==> src/rtl/disp_pkg.sv <==
// Shared types and constants for the BCD display path.
//   bcd_digit_t     : one packed BCD nibble
//   BCD_ADD3_THRESH : double-dabble correction threshold
//   conv_state_t    : converter FSM states
//   dec_max(n)      : largest value representable in n decimal digits (10**n-1)
package disp_pkg;

    typedef logic [3:0] bcd_digit_t;

    localparam bcd_digit_t BCD_ADD3_THRESH = 4'd5;

    typedef enum logic {
        CONV_IDLE = 1'b0,
        CONV_RUN  = 1'b1
    } conv_state_t;

    function automatic int unsigned dec_max(input int unsigned n);
        int unsigned p;
        p = 1;
        for (int unsigned i = 0; i < n; i++) begin
            p = p * 10;
        end
        return p - 1;
    endfunction

endpackage

==> src/rtl/bin2bcd_seq.sv <==
// Sequential double-dabble binary-to-BCD converter, one bit per clock.
//   clk, rst  : clock, async active-high reset
//   start_i   : begin conversion of bin_i (honoured only while idle)
//   bin_i     : binary value, must fit in N_DIGITS decimal digits
//   busy_o    : conversion in progress (registered)
//   done_c    : high during the cycle whose rising edge completes the conversion
//   bcd_c     : completed BCD vector, valid while done_c is high; digit 0 in bits [3:0]
module bin2bcd_seq
    import disp_pkg::*;
#(
    parameter int unsigned N_DIGITS = 4,
    parameter int unsigned BIN_W    = 14
) (
    input  logic                    clk,
    input  logic                    rst,
    input  logic                    start_i,
    input  logic [BIN_W-1:0]        bin_i,
    output logic                    busy_o,
    output logic                    done_c,
    output logic [4*N_DIGITS-1:0]   bcd_c
);

    localparam int unsigned BCD_W = 4 * N_DIGITS;
    localparam int unsigned CAT_W = BCD_W + BIN_W;
    localparam int unsigned CNT_W = $clog2(BIN_W + 1);

    conv_state_t        state_q, state_d;
    logic [CNT_W-1:0]   cnt_q,   cnt_d;
    logic [BIN_W-1:0]   bin_q,   bin_d;
    logic [BCD_W-1:0]   work_q,  work_d;
    logic               busy_q,  busy_d;

    logic [BCD_W-1:0]   adj_c;
    logic [CAT_W-1:0]   cat_c;
    logic               last_c;

    // Add 3 to every nibble >= 5 so the following shift carries correctly.
    always_comb begin
        bcd_digit_t nib;
        nib   = '0;
        adj_c = '0;
        for (int i = 0; i < N_DIGITS; i++) begin
            nib = work_q[4*i +: 4];
            if (nib >= BCD_ADD3_THRESH) begin
                nib = nib + 4'd3;
            end
            adj_c[4*i +: 4] = nib;
        end
    end

    assign cat_c  = {adj_c, bin_q} << 1;
    assign last_c = (cnt_q == CNT_W'(BIN_W - 1));
    assign bcd_c  = cat_c[CAT_W-1 -: BCD_W];
    assign done_c = (state_q == CONV_RUN) && last_c;
    assign busy_o = busy_q;

    // State register
    always_ff @(posedge clk or posedge rst) begin
        if (rst) begin
            state_q <= CONV_IDLE;
            cnt_q   <= '0;
            bin_q   <= '0;
            work_q  <= '0;
            busy_q  <= 1'b0;
        end else begin
            state_q <= state_d;
            cnt_q   <= cnt_d;
            bin_q   <= bin_d;
            work_q  <= work_d;
            busy_q  <= busy_d;
        end
    end

    // Next-state logic
    always_comb begin
        state_d = state_q;
        cnt_d   = cnt_q;
        bin_d   = bin_q;
        work_d  = work_q;
        case (state_q)
            CONV_IDLE: begin
                if (start_i) begin
                    state_d = CONV_RUN;
                    cnt_d   = '0;
                    bin_d   = bin_i;
                    work_d  = '0;
                end
            end
            CONV_RUN: begin
                work_d = cat_c[CAT_W-1 -: BCD_W];
                bin_d  = cat_c[BIN_W-1:0];
                cnt_d  = cnt_q + CNT_W'(1);
                if (last_c) begin
                    state_d = CONV_IDLE;
                end
            end
            default: state_d = CONV_IDLE;
        endcase
        busy_d = (state_d == CONV_RUN);
    end

endmodule

==> src/rtl/bcd_scan.sv <==
// Binary value to multiplexed BCD display driver.
// Accepts a binary value, clamps it to the displayable range, converts it to
// BCD, and scans the digits out one at a time for a 7-segment decoder.
//   clk, rst   : clock, async active-high reset
//   load       : convert bin_val (accepted only while busy=0)
//   bin_val    : unsigned value to display
//   busy       : conversion in progress
//   ovf        : last accepted value exceeded the displayable range
//   digit_num  : BCD digit of the active position
//   an         : active-low digit enables, one-hot-low
// Build option: define LEAD_ZERO_BLANK_EN to blank leading zero digits.
module bcd_scan
    import disp_pkg::*;
#(
    parameter int unsigned N_DIGITS    = 4,
    parameter int unsigned BIN_W       = 14,
    parameter int unsigned REFRESH_DIV = 50000
) (
    input  logic                  clk,
    input  logic                  rst,
    input  logic                  load,
    input  logic [BIN_W-1:0]      bin_val,
    output logic                  busy,
    output logic                  ovf,
    output logic [3:0]            digit_num,
    output logic [N_DIGITS-1:0]   an
);

    localparam int unsigned   BCD_W   = 4 * N_DIGITS;
    localparam int unsigned   MAX_DEC = dec_max(N_DIGITS);
    localparam logic [BIN_W-1:0] MAX_BIN = BIN_W'(MAX_DEC);
    localparam int unsigned   SCAN_W  = (REFRESH_DIV > 1) ? $clog2(REFRESH_DIV) : 1;
    localparam int unsigned   IDX_W   = (N_DIGITS > 1) ? $clog2(N_DIGITS) : 1;

    logic                  accept_c;
    logic                  over_c;
    logic [BIN_W-1:0]      conv_val_c;
    logic                  conv_busy;
    logic                  conv_done_c;
    logic [BCD_W-1:0]      conv_bcd_c;

    logic                  ovf_q,   ovf_d;
    logic [BCD_W-1:0]      disp_q,  disp_d;
    logic [SCAN_W-1:0]     scan_q,  scan_d;
    logic [IDX_W-1:0]      idx_q,   idx_d;
    logic [N_DIGITS-1:0]   an_q,    an_d;
    bcd_digit_t            digit_q, digit_d;

    // Out-of-range values are shown as all nines.
    assign over_c     = (bin_val > MAX_BIN);
    assign conv_val_c = over_c ? MAX_BIN : bin_val;
    assign accept_c   = load && !conv_busy;

    bin2bcd_seq #(
        .N_DIGITS (N_DIGITS),
        .BIN_W    (BIN_W)
    ) u_conv (
        .clk     (clk),
        .rst     (rst),
        .start_i (accept_c),
        .bin_i   (conv_val_c),
        .busy_o  (conv_busy),
        .done_c  (conv_done_c),
        .bcd_c   (conv_bcd_c)
    );

`ifdef LEAD_ZERO_BLANK_EN
    logic [N_DIGITS-1:0] blank_c;

    // A digit is blank when it and every digit above it are zero; digit 0 always shows.
    always_comb begin
        logic zero_above;
        zero_above = 1'b1;
        blank_c    = '0;
        for (int i = N_DIGITS - 1; i >= 0; i--) begin
            zero_above = zero_above && (disp_q[4*i +: 4] == 4'd0);
            blank_c[i] = zero_above && (i != 0);
        end
    end
`endif

    // State register
    always_ff @(posedge clk or posedge rst) begin
        if (rst) begin
            ovf_q   <= 1'b0;
            disp_q  <= '0;
            scan_q  <= '0;
            idx_q   <= '0;
            an_q    <= ~(N_DIGITS'(1));
            digit_q <= '0;
        end else begin
            ovf_q   <= ovf_d;
            disp_q  <= disp_d;
            scan_q  <= scan_d;
            idx_q   <= idx_d;
            an_q    <= an_d;
            digit_q <= digit_d;
        end
    end

    // Next-state logic: result capture, free-running scan, digit select
    always_comb begin
        ovf_d   = ovf_q;
        disp_d  = disp_q;
        scan_d  = scan_q + SCAN_W'(1);
        idx_d   = idx_q;
        an_d    = '1;
        digit_d = '0;

        if (accept_c) begin
            ovf_d = over_c;
        end
        if (conv_done_c) begin
            disp_d = conv_bcd_c;
        end

        if (scan_q == SCAN_W'(REFRESH_DIV - 1)) begin
            scan_d = '0;
            idx_d  = (idx_q == IDX_W'(N_DIGITS - 1)) ? '0 : idx_q + IDX_W'(1);
        end

        // Outputs are registered from the next index so they track idx_q exactly.
        for (int i = 0; i < N_DIGITS; i++) begin
            an_d[i] = (IDX_W'(i) != idx_d);
`ifdef LEAD_ZERO_BLANK_EN
            an_d[i] = an_d[i] | blank_c[i];
`endif
            if (IDX_W'(i) == idx_d) begin
                digit_d = disp_q[4*i +: 4];
            end
        end
    end

    assign busy      = conv_busy;
    assign ovf       = ovf_q;
    assign an        = an_q;
    assign digit_num = digit_q;

endmodule
==> config.mk <==
export PLATFORM = sky130hd
export DESIGN_NAME = bcd_scan
export DESIGN_NICKNAME = d
export VERILOG_FILES = /design/src/rtl/disp_pkg.sv /design/src/rtl/bin2bcd_seq.sv /design/src/rtl/bcd_scan.sv
export SDC_FILE = /design/constraint.sdc
export NUM_CORES = 1
export LEC_CHECK = 0
export BUFFER_PORTS_ARGS = -buffer_cell sky130_fd_sc_hd__buf_2
export CORE_AREA = 2 2 124 90
export CTS_CLUSTER_DIAMETER = 200
export DETAILED_ROUTE_END_ITERATION = 6
export DIE_AREA = 0 0 126 92
export MAX_ROUTING_LAYER = met4
export PLACE_DENSITY = 0.57
export SLEW_MARGIN = 20
export SYNTH_ARGS = -nofsm -noshare
export SYNTH_HDL_FRONTEND = slang
export SYNTH_SLANG_ARGS = --single-unit
==> constraint.sdc <==
create_clock -name clk -period 3.11 [get_ports clk]
set_input_delay 0.622 -clock clk [delete_from_list [all_inputs] [get_ports clk]]
set_output_delay 0.622 -clock clk [all_outputs]
set_load 0.05 [all_outputs]
Word-level counts from Yosys, hierarchy flattened
Index checks and enable logic that the tools add are counted.
{"block": "word_totals", "register_bits": 78, "mem_bits_ro": 0, "latch_bits": 0, "n_memories": 0, "out_inout_bits": 10, "in_bits": 17, "mem_bits_rw": 0}
{"block": "op_classes", "mul": 0, "muxes": 21, "n_reduce_logical": 5, "eq_ne": 10, "n_lt_le_gt_ge": 5, "addsub": 7, "div": 0, "shift": 0, "bitwise_logic": 1}
{"cell": "$mux W16", "count": 2}
{"cell": "$mux W4", "count": 8}
{"cell": "$pmux W16 S2", "count": 1}
{"cell": "$mux W14", "count": 2}
{"cell": "$pmux W14 S2", "count": 1}
{"cell": "$add A16 B1 Y16 const B", "count": 1}
{"cell": "$eq A16 B16 Y1 const B", "count": 1}
{"cell": "$ge A4 B3 Y1 const B", "count": 4}
{"cell": "$gt A14 B14 Y1 const B", "count": 1}
{"cell": "$add A4 B2 Y4 const B", "count": 3}
{"cell": "$pmux W4 S2", "count": 1}
{"cell": "$add A4 B1 Y4 const B", "count": 1}
{"cell": "$eq A2 B2 Y1 const A", "count": 2}
{"cell": "$eq A4 B4 Y1 const B", "count": 1}
{"cell": "$mux W2", "count": 2}
{"cell": "$ne A2 B2 Y1 const A", "count": 2}
{"cell": "$add A3 B2 Y3 const B", "count": 1}
{"cell": "$mux W3", "count": 1}
{"cell": "$add A2 B1 Y2 const B", "count": 1}
{"cell": "$eq A1 B2 Y1 const A", "count": 1}
{"cell": "$eq A2 B2 Y1 const B", "count": 1}
{"cell": "$logic_and A1 B1 Y1", "count": 2}
{"cell": "$logic_not A2 Y1", "count": 1}
{"cell": "$mux W1", "count": 2}
{"cell": "6 further kinds", "count": 6}

Longest topological paths before layout
{"block": "logic_depth", "ltp_word": 8, "depth_mapped": 6}

Modules after synthesis
Synthesis repeated with hierarchy kept, for this count alone.
{"block": "unflattened", "hier_cells": 425, "area_unflattened_um2": 4206.5}
{"mod": "bin2bcd_seq", "area_per_inst_um2": 2129.5, "cells_per_inst": 231, "seq_area_each_um2": 875.8, "instances": 1}
{"mod": "bcd_scan", "area_per_inst_um2": 2077.0, "cells_per_inst": 194, "seq_area_each_um2": 1079.8, "instances": 1}

Worst setup path before layout
Ideal clock, no wire load.
{"block": "synth_timing", "path_type": "register to register", "from": "reg scan_q[11]", "to": "reg an_q[0] (netlist: an[0])", "setup_time_ps": 124, "setup_slack_ps": 1050, "arrival_ps": 1936, "required_ps": 2986, "path_stages_with_launch": 6, "synth_period_minus_slack_ps": 2060, "path_cell_list": "dfrtp_1 or4b_4 o41a_1 a21o_1 buf_6 or2_1"}
{"block": "synth_via", "elab_chain_cells": 3}
{"item": "from (decl)", "line_no": "bcd_scan.sv:44", "source": "logic [SCAN_W-1:0] scan_q, scan_d;"}
{"item": "from (signal assigned)", "line_no": "bcd_scan.sv:94", "source": "scan_q <= scan_d;"}
{"item": "$eq A16 B16 Y1", "line_no": "bcd_scan.sv:117", "source": "if (scan_q == SCAN_W'(REFRESH_DIV - 1)) begin"}
{"item": "$mux W2", "line_no": "bcd_scan.sv:117"}
{"item": "via idx_d[0]", "line_no": "bcd_scan.sv:45", "source": "logic [IDX_W-1:0] idx_q, idx_d;"}
{"item": "$reduce_bool A2 Y1", "line_no": "bcd_scan.sv:124", "source": "an_d[i] = (IDX_W'(i) != idx_d);"}
{"item": "via an_d[0]", "line_no": "bcd_scan.sv:46", "source": "logic [N_DIGITS-1:0] an_q, an_d;"}
{"item": "to (signal assigned)", "line_no": "bcd_scan.sv:89", "source": "an_q <= ~(N_DIGITS'(1));"}
{"item": "to (signal assigned)", "line_no": "bcd_scan.sv:96", "source": "an_q <= an_d;"}
{"item": "to (decl)", "line_no": "bcd_scan.sv:46"}
The timed path passes the listed nets, and every way through them passes these cells.
A chain may end at the register's enable or synchronous reset.

Final worst setup path
{"block": "layout_timing", "from": "reg scan_q[11]", "to": "reg digit_q[0] (netlist: digit_num[0])"}
{"block": "layout_via", "elab_chain_cells": 7, "elab_cells_between_ends": 10, "classes_between": "4 x eq/ne; 5 x mux; 1 x reduce/logical"}
{"item": "$eq A16 B16 Y1 *", "line_no": "bcd_scan.sv:117"}
{"item": "$mux W2 *", "line_no": "bcd_scan.sv:117"}
{"item": "$logic_not A2 Y1", "line_no": "bcd_scan.sv:128", "source": "if (IDX_W'(i) == idx_d) begin"}
{"item": "$mux W4 (3 in a row)", "line_no": "bcd_scan.sv:128"}
{"item": "$mux W4 *", "line_no": "bcd_scan.sv:128"}
{"item": "via digit_d[0]", "line_no": "bcd_scan.sv:47", "source": "bcd_digit_t digit_q, digit_d;"}
{"item": "to (signal assigned)", "line_no": "bcd_scan.sv:97", "source": "digit_q <= digit_d;"}
{"item": "to (decl)", "line_no": "bcd_scan.sv:47"}
Mark *: on every way through the listed nets, which the timed path passes. The rest lies on a longest branch.

==> key figures <==
Pwr
  – Switching Fraction: 35.0%
  – LEAKAGE: 2.09 nW
  – Switch Pwr: 1.41 mW
  – Clock power share: 26.1%
  – Peak supply drop: 0.359 mV
  – Cell internal pwr: 2.62 mW
  – Power per standard cell area: 889 mW/mm²
  – Combinational share of power: 33.9%
  – Sequential Power Share: 40.0%

Setup path
  – FF-to-FF path depth: 4
  – CP startpoint kind: register
  – Worst endpoint required time: 3.30 ns
  – Worst path depth: 4
  – Delay-heaviest family, CP: simple AND/OR/NAND/NOR gates
  – CP max FO: 9
  – CP max-delay cell: or4b_4
  – Crit end category: register
  – Worst Path Arrival: 2.43 ns
  – Crit path kind: reg2reg
  – Slowest cell delay on critical path: 0.58 ns
  – Crit path cell chain: or4b_4 -> nor4_2 -> a21o_1 -> a32oi_1
  – CP Buf/Inv Count: 0

Synthesis
  – Synthesis-stage register bit count: 78
  – Cells after Synth: 389
  – Distinct cells, synth: 46
  – Synthesized cell area: 0.00396 mm²
  – Top cells by count, synth: dfrtp_1, nand2_1, o21ai_0
  – Net Count, Synth: 418
  – Synth area leaders: dfrtp_1, ha_1, nand2_1
  – Post-synth top area cell: dfrtp_1
  – Share of Yosys cell area claimed by the top area cell type: 47.4%
  – Syn. warnings: 0
  – Asr flop ratio synth: 100%
  – Top-count cell post-synth: dfrtp_1
  – Post-Syn Area per Cell: 10.2 µm²
  – Seq/Total Area, Yosys: 49.4%
  – Post-synth top flop: dfrtp_1
  – Post-synth EDFFs: 0

Global routing
  – First-pass GRT wire length: 13.7 mm
  – Initial antenna violation count: 0
  – GRT overflow: 0
  – GRT Total Usage: 15.1%
  – Vias in the first global route: 2889
  – Pin count of the biggest net entering global routing: 41

Clocking
  – CTS buffer count: 9
  – Sink Count: 78
  – CTS tree: yes
  – Root Driver: clkbuf_16
  – Worst-Skew Late Latency: 0.34 ns
  – Post-CTS Hold Buffers: 0
  – Htree depth: 3
  – Clock Tree Buf Depth: 2
  – Post_cts resized: 0
  – Setup bufs post-CTS: 0
  – Clock transition at the registers of the reported paths: 0.06 ns

Routing
  – Final WL: 7.86 mm
  – Total number of vias: 2844
  – DR vias/cell: 5.14
  – Residual DRC: 0
  – Pre-antenna DRT Iters: 4
  – Initial DRC Count: 198
  – Wirelength per Cell: 14.2 µm
  – Antenna Nets Post-Route: 0

Cells and area
  – Area delta synth->final: 14.5%
  – Layout filler cell count: 1017
  – Share of cells above drive strength 1: 15.1%
  – Post-Layout Cell Count: 553
  – Post-Route Utilization: 42.9%
  – Net count reported at finish: 441
  – Reg area: 0.00196 mm²
  – Antenna diodes: 0
  – Multi-input logic area: 0.00187 mm²

Die
  – Die height: 92 µm
  – Row Count: 32
  – I/O pin cnt: 27
  – Die width: 126 µm
  – Die area: 0.0116 mm²
  – Initial core utilization: 37.5%
  – Area of the core: 0.0106 mm²

STA
  – Setup Skew: 0.00862 ns
  – Hold Violations, Final: 0
  – Fin. max-slew vios: 0
  – Final Cycle Share: 71.9%
  – Final setup viols: 0
  – Slew of the pin with the lowest slew margin: 0.771 ns
  – Setup TNS: 0 ns
  – Min Tclk post-route: 2.24 ns
  – Fmax: 447 MHz
  – Post-layout worst setup margin: 0.874 ns
  – Slew Limit Headroom: 47.9%
  – RSZ-0062 raised after global routing: no

Run
  – Max-cap violations: 0

Placement
  – Hpwl dp: 5.25 mm
  – Pre-CTS WS: 0.911 ns
  – Placed Cells: 537
  – Port buffer count: 26
  – Routability cong.: 0.774

Worst hold path
  – Hold Crit Class: in2async

Outcome
  – Status: finished clean
[final timing paths]
check / start / end / slack (ns)
max: scan_q[11] / digit_num[0] / 0.87
min: rst / u_conv.bin_q[11] / 0.37
max reg2reg: scan_q[11] / digit_num[0] / 0.87
min reg2reg: u_conv.bin_q[7] / u_conv.bin_q[8] / 0.48
max in group asynchronous: rst / an[2] / 2.03
min in group clk: u_conv.bin_q[7] / u_conv.bin_q[8] / 0.48
[final cells by class]
| type | count | share of cell area [%] |
|---|---|---|
| sequential | 78 | 43.2 |
| inverter | 16 | 1.35 |
| multi-input combinational | 276 | 41.1 |
| timing repair buffer | 31 | 3.97 |
| clock buffer | 10 | 5.27 |
| clock inverter | 6 | 1.35 |
| tap | 136 | 3.75 |
[sequential cells by signal, summed over array words and instances (netlist names)]
register / count
u_conv.work_q: 16
u_conv.state_q: 1
idx_q: 2
digit_num: 4
an: 4
ovf: 1
u_conv.bin_q: 14
u_conv.cnt_q: 4
scan_q: 16
disp_q: 16
[cells by family (layout without fill, tap and decap cells)]
group	Yosys count	count (layout)	share of synthesized area, %
simple gates	131	131	17.9
fa+ha+maj	12	12	3.79
buf+inv	35	63	3.54
mux	18	18	4.71
xor+xnor	20	20	4.42
compound gates	95	95	16.3
flops	78	78	49.4
[metrics by stage]
stage / hold WS (ns) / power [mW] / cell area [µm²]
4_1_cts: 0.392 / 4.08 / 4530
5_1_grt: 0.433 / 4.36 / 4530
2_1_floorplan: 0.444 / 2.69 / 3960
3_3_place_gp: 0.465 / 2.96 / 4230
6_report: 0.371 / 4.03 / 4530
3_5_place_dp: 0.464 / 3.00 / 4230
[power by group through the flow]
stage	clock, mW	sequential (mW)	combinational (mW)
6_report	1.05	1.61	1.37
5_1_grt	1.13	1.66	1.57
4_1_cts	1.08	1.61	1.39
3_5_place_dp	0	1.62	1.38
3_3_place_gp	0	1.62	1.34
2_1_floorplan	0	1.64	1.05
[per-layer routing]
layer | track usage, % | wire length (µm)
met2 | 21.7 | 3420
met1 | 20.7 | 4070
met3 | 4.90 | 304
met5 | - | 0
met4 | 3.94 | 65
[worst reg2reg max path, delay by kind of cell, from the launching register on]
kind	cells	cell delay, ns
AOI/OAI and AO/OA	2	0.51
DFF	1	0.45
and+or+nand+nor	2	1.11
[cell usage in the layout, fill, tap and decap left out, types with 5 or more instances in the layout]
| master | netlist | layout |
|---|---|---|
| o21ai_0 | 27 | 27 |
| dfrtp_1 | 75 | 74 |
| nor3b_1 | 9 | 9 |
| nor2b_1 | 6 | 6 |
| mux2i_1 | 13 | 13 |
| xor2_1 | 7 | 7 |
| inv_1 | 16 | 15 |
| o31ai_1 | 9 | 9 |
| nand4_1 | 5 | 5 |
| xnor2_1 | 13 | 13 |
| mux2_2 | 5 | 5 |
| nand2b_1 | 12 | 12 |
| nand2_1 | 39 | 39 |
| a22o_1 | 5 | 5 |
| buf_2 | 1 | 26 |
| nor2_1 | 22 | 22 |
| a21o_1 | 9 | 9 |
| nand3_1 | 7 | 7 |
| nand3b_1 | 5 | 5 |
| clkbuf_16 | 0 | 9 |
| nor3_1 | 5 | 5 |
| ha_1 | 12 | 12 |
| a21oi_1 | 18 | 18 |
| a211oi_1 | 7 | 7 |
No activity file was read; power rests on OpenSTA's default activity.
